[src/rtl/fetch_pc_ctrl_pkg.sv]
// Shared definitions for the fetch PC controller: PC step, FSM state
// encodings and the default reset vector.
package fetch_pc_ctrl_pkg;

    // Sequential fetch advances by one 32-bit instruction.
    localparam int unsigned PC_STEP = 4;

    // Default first fetch address after reset.
    localparam logic [31:0] RESET_VEC_DEFAULT = 32'h0000_0000;

    // BOOT: single idle cycle after reset.
    // RUN: sequential fetch from pc_q.
    // REDIR: a redirect target is held in redir_addr until the ROM accepts it.
    typedef enum logic [1:0] {
        ST_BOOT  = 2'd0,
        ST_RUN   = 2'd1,
        ST_REDIR = 2'd2
    } state_e;

endpackage

[src/rtl/fetch_pc_ctrl_pc_fifo.sv]
// Synchronous FIFO holding the PCs of issued-but-unreturned ROM requests.
// The head reads as EMPTY_VAL while the FIFO is empty so the observable
// output has a defined reset value without resetting the storage array.
module fetch_pc_ctrl_pc_fifo #(
    parameter int unsigned       DEPTH     = 2,
    parameter int unsigned       WIDTH     = 32,
    parameter logic [WIDTH-1:0]  EMPTY_VAL = '0
) (
    input  logic             clk,
    input  logic             rst_n,
    input  logic             push,
    input  logic [WIDTH-1:0] din,
    input  logic             pop,
    output logic [WIDTH-1:0] head
);

    localparam int unsigned PW = (DEPTH > 1) ? $clog2(DEPTH) : 1;
    localparam int unsigned NW = $clog2(DEPTH + 1);

    logic [WIDTH-1:0] mem [DEPTH];
    logic [PW-1:0]    wr_ptr;
    logic [PW-1:0]    rd_ptr;
    logic [NW-1:0]    count;

    function automatic logic [PW-1:0] ptr_inc(input logic [PW-1:0] p);
        return (p == PW'(DEPTH - 1)) ? '0 : p + PW'(1);
    endfunction

    // Storage write on push.
    // NOTE: the data array is deliberately not reset; the head is masked by
    // the occupancy count instead, so only the control registers need reset.
    always_ff @(posedge clk) begin
        if (push) begin
            mem[wr_ptr] <= din;
        end
    end

    // Pointers and occupancy, cleared by synchronous reset.
    always_ff @(posedge clk) begin
        if (!rst_n) begin
            wr_ptr <= '0;
            rd_ptr <= '0;
            count  <= '0;
        end else begin
            if (push) begin
                wr_ptr <= ptr_inc(wr_ptr);
            end
            if (pop) begin
                rd_ptr <= ptr_inc(rd_ptr);
            end
            count <= count + NW'(push) - NW'(pop);
        end
    end

    assign head = (count == '0) ? EMPTY_VAL : mem[rd_ptr];

endmodule

[src/rtl/fetch_pc_ctrl.sv]
// Next-PC generator and fetch-request tracker for the pre-IF stage.
// Drives the instruction ROM address channel, holds redirects that arrive
// while the ROM is stalled, limits outstanding requests to MAX_OUT and
// drops wrong-path responses after a redirect.
// Optional feature macro: FETCH_PC_MISALIGN_CHK_EN (ignore jumps to
// non-word-aligned targets and flag them on misalign).
module fetch_pc_ctrl
    import fetch_pc_ctrl_pkg::*;
#(
    parameter int unsigned PC_WIDTH  = 32,
    parameter logic [31:0] RESET_VEC = RESET_VEC_DEFAULT,
    parameter int unsigned MAX_OUT   = 2
) (
    input  logic                           clk,
    input  logic                           rst_n,
    input  logic                           jump,
    input  logic [PC_WIDTH-1:0]            branch_addr,
    input  logic                           hold,
    input  logic                           fence,
    input  logic                           allow_in_if,
    output logic                           rom_req,
    output logic [PC_WIDTH-1:0]            rom_addr,
    input  logic                           mem_addr_ok,
    input  logic                           mem_data_ok,
    output logic                           resp_valid,
    output logic [PC_WIDTH-1:0]            resp_pc,
    output logic [$clog2(MAX_OUT+1)-1:0]   outstanding,
    output logic                           misalign
);

    localparam int unsigned        CW     = $clog2(MAX_OUT + 1);
    localparam logic [PC_WIDTH-1:0] RST_PC = PC_WIDTH'(RESET_VEC);
    localparam logic [CW-1:0]      CNT_MAX = CW'(MAX_OUT);

    state_e              state, state_nxt;
    logic [PC_WIDTH-1:0] pc_q, pc_nxt;
    logic [PC_WIDTH-1:0] redir_addr, redir_nxt;
    logic [CW-1:0]       cnt, cnt_nxt;
    logic [CW-1:0]       discard, discard_nxt;

    logic [PC_WIDTH-1:0] target;
    logic                take_jump;
    logic                stop;
    logic                accept;

`ifdef FETCH_PC_MISALIGN_CHK_EN
    logic misalign_q;
    logic target_misaligned;

    assign target_misaligned = (branch_addr[1:0] != 2'b00);
    assign target            = branch_addr;
    // A misaligned jump is dropped entirely: no redirect, no discard update.
    assign take_jump         = jump & !target_misaligned;

    // One-cycle flag for a rejected misaligned jump.
    always_ff @(posedge clk) begin
        if (!rst_n) begin
            misalign_q <= 1'b0;
        end else begin
            misalign_q <= jump & target_misaligned;
        end
    end

    assign misalign = misalign_q;
`else
    logic unused_branch_low;

    // Low target bits are ignored so every fetch stays word-aligned.
    assign target            = {branch_addr[PC_WIDTH-1:2], 2'b00};
    assign take_jump         = jump;
    assign unused_branch_low = ^branch_addr[1:0];
    assign misalign          = 1'b0;
`endif

    // State and datapath registers, cleared by synchronous reset.
    // NOTE: sequential state uses non-blocking assignments only; all
    // next-state values are computed in the combinational block below.
    always_ff @(posedge clk) begin
        if (!rst_n) begin
            state      <= ST_BOOT;
            pc_q       <= RST_PC;
            redir_addr <= RST_PC;
            cnt        <= '0;
            discard    <= '0;
        end else begin
            state      <= state_nxt;
            pc_q       <= pc_nxt;
            redir_addr <= redir_nxt;
            cnt        <= cnt_nxt;
            discard    <= discard_nxt;
        end
    end

    // Request generation, redirect capture, discard tracking and next state.
    // NOTE: every signal written here receives a default first, so no
    // path through the block can infer a latch.
    always_comb begin
        state_nxt   = state;
        pc_nxt      = pc_q;
        redir_nxt   = redir_addr;
        discard_nxt = discard;

        stop    = fence | hold | !allow_in_if | (cnt == CNT_MAX) | (state == ST_BOOT);
        rom_req = !stop;

        // A fresh jump overrides a pending redirect; the target goes out the
        // same cycle so redirect latency is zero.
        if (take_jump) begin
            rom_addr = target;
        end else if (state == ST_REDIR) begin
            rom_addr = redir_addr;
        end else begin
            rom_addr = pc_q;
        end

        accept     = rom_req & mem_addr_ok;
        resp_valid = mem_data_ok & (discard == '0) & !take_jump;
        cnt_nxt    = cnt + CW'(accept) - CW'(mem_data_ok);

        if (accept) begin
            pc_nxt = rom_addr + PC_WIDTH'(PC_STEP);
        end

        if (take_jump) begin
            // Everything already in flight is wrong-path, except a response
            // returning this very cycle (it is dropped via !take_jump above).
            // A request accepted now carries the target and stays valid.
            discard_nxt = cnt - CW'(mem_data_ok);
            if (accept) begin
                state_nxt = ST_RUN;
            end else begin
                redir_nxt = target;
                state_nxt = ST_REDIR;
            end
        end else begin
            if (mem_data_ok && (discard != '0)) begin
                discard_nxt = discard - CW'(1);
            end
            case (state)
                ST_BOOT:  state_nxt = ST_RUN;
                ST_REDIR: state_nxt = accept ? ST_RUN : ST_REDIR;
                default:  state_nxt = ST_RUN;
            endcase
        end
    end

    fetch_pc_ctrl_pc_fifo #(
        .DEPTH     (MAX_OUT),
        .WIDTH     (PC_WIDTH),
        .EMPTY_VAL (RST_PC)
    ) u_pc_fifo (
        .clk   (clk),
        .rst_n (rst_n),
        .push  (accept),
        .din   (rom_addr),
        .pop   (mem_data_ok),
        .head  (resp_pc)
    );

    assign outstanding = cnt;

`ifndef SYNTHESIS
    // The ROM must never return data with nothing outstanding.
    a_no_underflow : assert property (@(posedge clk) disable iff (!rst_n)
        !(mem_data_ok && (cnt == '0)));
`endif

endmodule

[config.mk]
export PLATFORM = sky130hd
export DESIGN_NAME = fetch_pc_ctrl
export DESIGN_NICKNAME = d
export VERILOG_FILES = /design/src/rtl/fetch_pc_ctrl_pkg.sv /design/src/rtl/fetch_pc_ctrl_pc_fifo.sv /design/src/rtl/fetch_pc_ctrl.sv
export SDC_FILE = /design/constraint.sdc
export NUM_CORES = 1
export LEC_CHECK = 0
export CAP_MARGIN = 20
export CORE_ASPECT_RATIO = 2
export CORE_MARGIN = 5
export CORE_UTILIZATION = 33
export DETAILED_ROUTE_END_ITERATION = 6
export PLACE_DENSITY_LB_ADDON = 0.2
export SKIP_LAST_GASP = 1
export SYNTH_ARGS = -nofsm -noshare
export SYNTH_HDL_FRONTEND = slang
export SYNTH_HIERARCHICAL = 1
export SYNTH_SLANG_ARGS = --single-unit
[constraint.sdc]
create_clock -name clk -period 6.19 [get_ports clk]
set_input_delay 1.857 -clock clk [delete_from_list [all_inputs] [get_ports clk]]
set_output_delay 1.857 -clock clk [all_outputs]
set_load 0.1 [all_outputs]
==> results.txt <==
Die Width: 113 microns
DP HPWL: 13,500 microns
Static leakage: 0.00328 uW
Layout cell share with drive strength beyond 1: 16.7%
Synth Warn #: 6
Largest area contributor in the netlist: edfxtp_1
Depth of the worst hold-timing path: 2
Main synth FF type: dfxtp_1
First-pass GRT wire length: 30,200 microns
CP max-delay cell: buf_4
Outcome: completed
Avg Synthesized Cell Area: 9.88 sq um
Via/cell ratio: 5.22
Worst-Margin Slew: 1.09 ns
Buffers on Ports: 105
Setup Crit Path Kind: in2out
CP peak stage delay: 0.74 ns
Final WL: 18,700 microns
Netlist cell types: 67
Total Power: 2790 uW
Slew headroom: 26.9%
Length of the first detailed-routing pass in iterations: 5
Critical R2R Capture: pc_q[13]$_SDFFE_PN0P_
Final Cycle Share: 88.5%
# DRC: 0
Final Hold Viols: 0
Yosys top cell area share: 27.6%
Post-synth EDFFs: 64
Post-Route Utilization: 43.3%
Post_cts resized: 0
Routed via count: 5,668
Number of DRC markers in iteration 0: 341
Clock root cell: clkbuf_16
TritonCTS clock tree: built
Max Cap Viol: 0
Vias in the first global route: 5,896
R2R Setup Slk: 2.52 ns
Ys async rst share: 0%
Overflow after GRT: 0
Skew-Pair Late Insertion Delay: 0.41 ns
Crit path cell chain: buf_4 -> buf_4 -> nand4bb_1 -> o311ai_2 -> buf_4
Synth top area cells: edfxtp_1 28%, dfxtp_1 21%, mux2i_1 4.9%
Most common cell in the synthesized netlist: nand2_1
Die extent in y: 215 microns
DRT antenna net count: 0
Fmax: 183 MHz
Mapped Nets: 751
Area of the die: 24,300 sq um
Synth cell count leaders: 83 x nand2_1, 73 x dfxtp_1, 71 x nor2_1, 64 x edfxtp_1, 42 x a21oi_1
Buffer levels on the longest clock path: 2
R2R cell count: 6
Startpoint class of the critical path: input pin
Clock transition at path regs: 0.06 ns
Filler cell count: 1,993
Largest net degree at the start of global routing: 97
Core Box Area: 20,900 sq um
ANT cells: 0
H-tree depth: 4
Worst Setup End Kind: primary output
Final Max Tran Viols: 0
Worst VDD drop: 0.153 mV
CTS sink cnt: 137
Final clock skew: 0.00695 ns
Hold_sp: redir_addr[31]$_SDFFE_PN0P_
Synth Register Bits: 137
Mean routed wirelength per cell: 17.2 microns
CP most frequent cell: buf_4
Post-layout minimum cycle time: 5.48 ns
Cell family with most CP delay: buffers and inverters
Layout Area Growth over Synthesis: 30.2%
HP Class: reg2reg
CTS buffer count: 17
Mapped Cells: 704
NumNets Final: 850
CTS Hold Bufs: 0
RSZ-0062 raised after global routing: no
Placer Congestion: 0.774
Initial Utilization: 33.2%
Crit path arrival time: 3.62 ns
Buffer and inverter count on the worst path: 3
PwrDens: 308 nW/um^2
Antenna violations before repair: 0
Setup violators final: 0
Worst Path Required: 4.33 ns
GR Util All Layers: 15.4%
Boundary Pins: 109
Crit Reg-Reg Startpoint: state[1]$_SDFF_PN0_
Crit Path Max Fanout: 96
Hold EP: redir_addr[31]$_SDFFE_PN0P_
Mapped cell area: 6960 sq um
Post-CTS setup buffers: 0
Seq/Total Area, Yosys: 48.6%
Standard-cell row count: 75
cells by family after synthesis:
family | after synthesis | share of synthesized area, %
other cells | 1 | 0.0539
simple gates | 272 | 20.7
fa+ha+maj | 7 | 1.26
flops | 137 | 48.6
xor+xnor | 15 | 2.09
mux | 36 | 5.21
buf+inv | 99 | 7.39
compound gates | 137 | 14.7
state kept, by name, indices dropped and copies added, names as in the netlist, 2 cells and up, named ones only:
signal	count
discard	2
outstanding	2
pc_q	32
redir_addr	30
state	2
u_pc_fifo/count	2
u_pc_fifo/mem	64
through the flow:
step / instance area, sq um / setup TNS, ns / cells / hold slack [ns] / setup WS (ns)
after floorplan: 7000 / -2.28 / 704 / 0.432 / -0.662
after global placement: 8430 / 0 / 1051 / 0.440 / 0.757
after detailed placement: 8460 / 0 / 1052 / 0.447 / 0.732
after CTS: 9030 / 0 / 1084 / 0.455 / 0.731
after global routing: 9060 / 0 / 1085 / 0.477 / 0.577
final: 9060 / 0 / 1085 / 0.452 / 0.715
how the worst max path moves through the flow:
stage | start | to | slack, ns | cells past startpoint
2_1_floorplan | jump | rom_addr[30] | -0.66 | 5
3_3_place_gp | jump | rom_addr[23] | 0.76 | 4
3_5_place_dp | jump | rom_addr[16] | 0.73 | 5
4_1_cts | jump | rom_addr[16] | 0.73 | 5
5_1_grt | jump | rom_addr[16] | 0.58 | 5
6_report | jump | rom_addr[16] | 0.71 | 5
power breakdown:
group | switching, uW | total [uW] | internal [uW]
registers | 30.1 | 1010 | 979
logic | 558 | 789 | 231
clock network | 394 | 990 | 595
layer usage:
metal | wire (microns) | GRT usage (%)
met3 | 629 | 2.81
met4 | 448 | 6.06
met1 | 7790 | 17.6
met2 | 9800 | 27.8
met5 | 0 | 0
cell usage in the layout (no fill, tap or decap), types with 4 or more instances in the layout:
cell	count
nand4bb_1	4
inv_1	40
buf_12	21
clkbuf_16	17
and2_1	11
o311ai_2	7
a211oi_1	12
nor2_1	70
a221o_1	6
clkdlybuf4s50_1	70
nor4b_1	19
mux2i_1	34
a21oi_1	42
nor4_1	4
nor3_1	10
a31oi_1	10
ha_1	7
a221oi_2	10
o21ai_0	23
edfxtp_1	64
xor2_1	7
nand2_1	83
or4_1	4
dfxtp_1	72
o31ai_1	4
and3_1	6
inv_2	5
and4_1	8
or4bb_1	6
nand4_1	11
buf_4	41
nand3_1	12
xnor2_1	7
worst min-delay path, stage by stage (launching register included):
cell	delay, ns
dfxtp_1	0.31
nand2_1	0.05
a21oi_1	0.05
final cells by class:
cell class                 instances  area, sq um  area share (%)
tap                              269          337            3.71
clock inverter                    14          149            1.64
clock buffer                      18          429            4.74
sequential                       137         3380            37.3
timing repair buffer             134         1480            16.4
multi-input combinational        468         3110            34.3
inverter                          45          169            1.86
(Power assumes the default switching activity.)
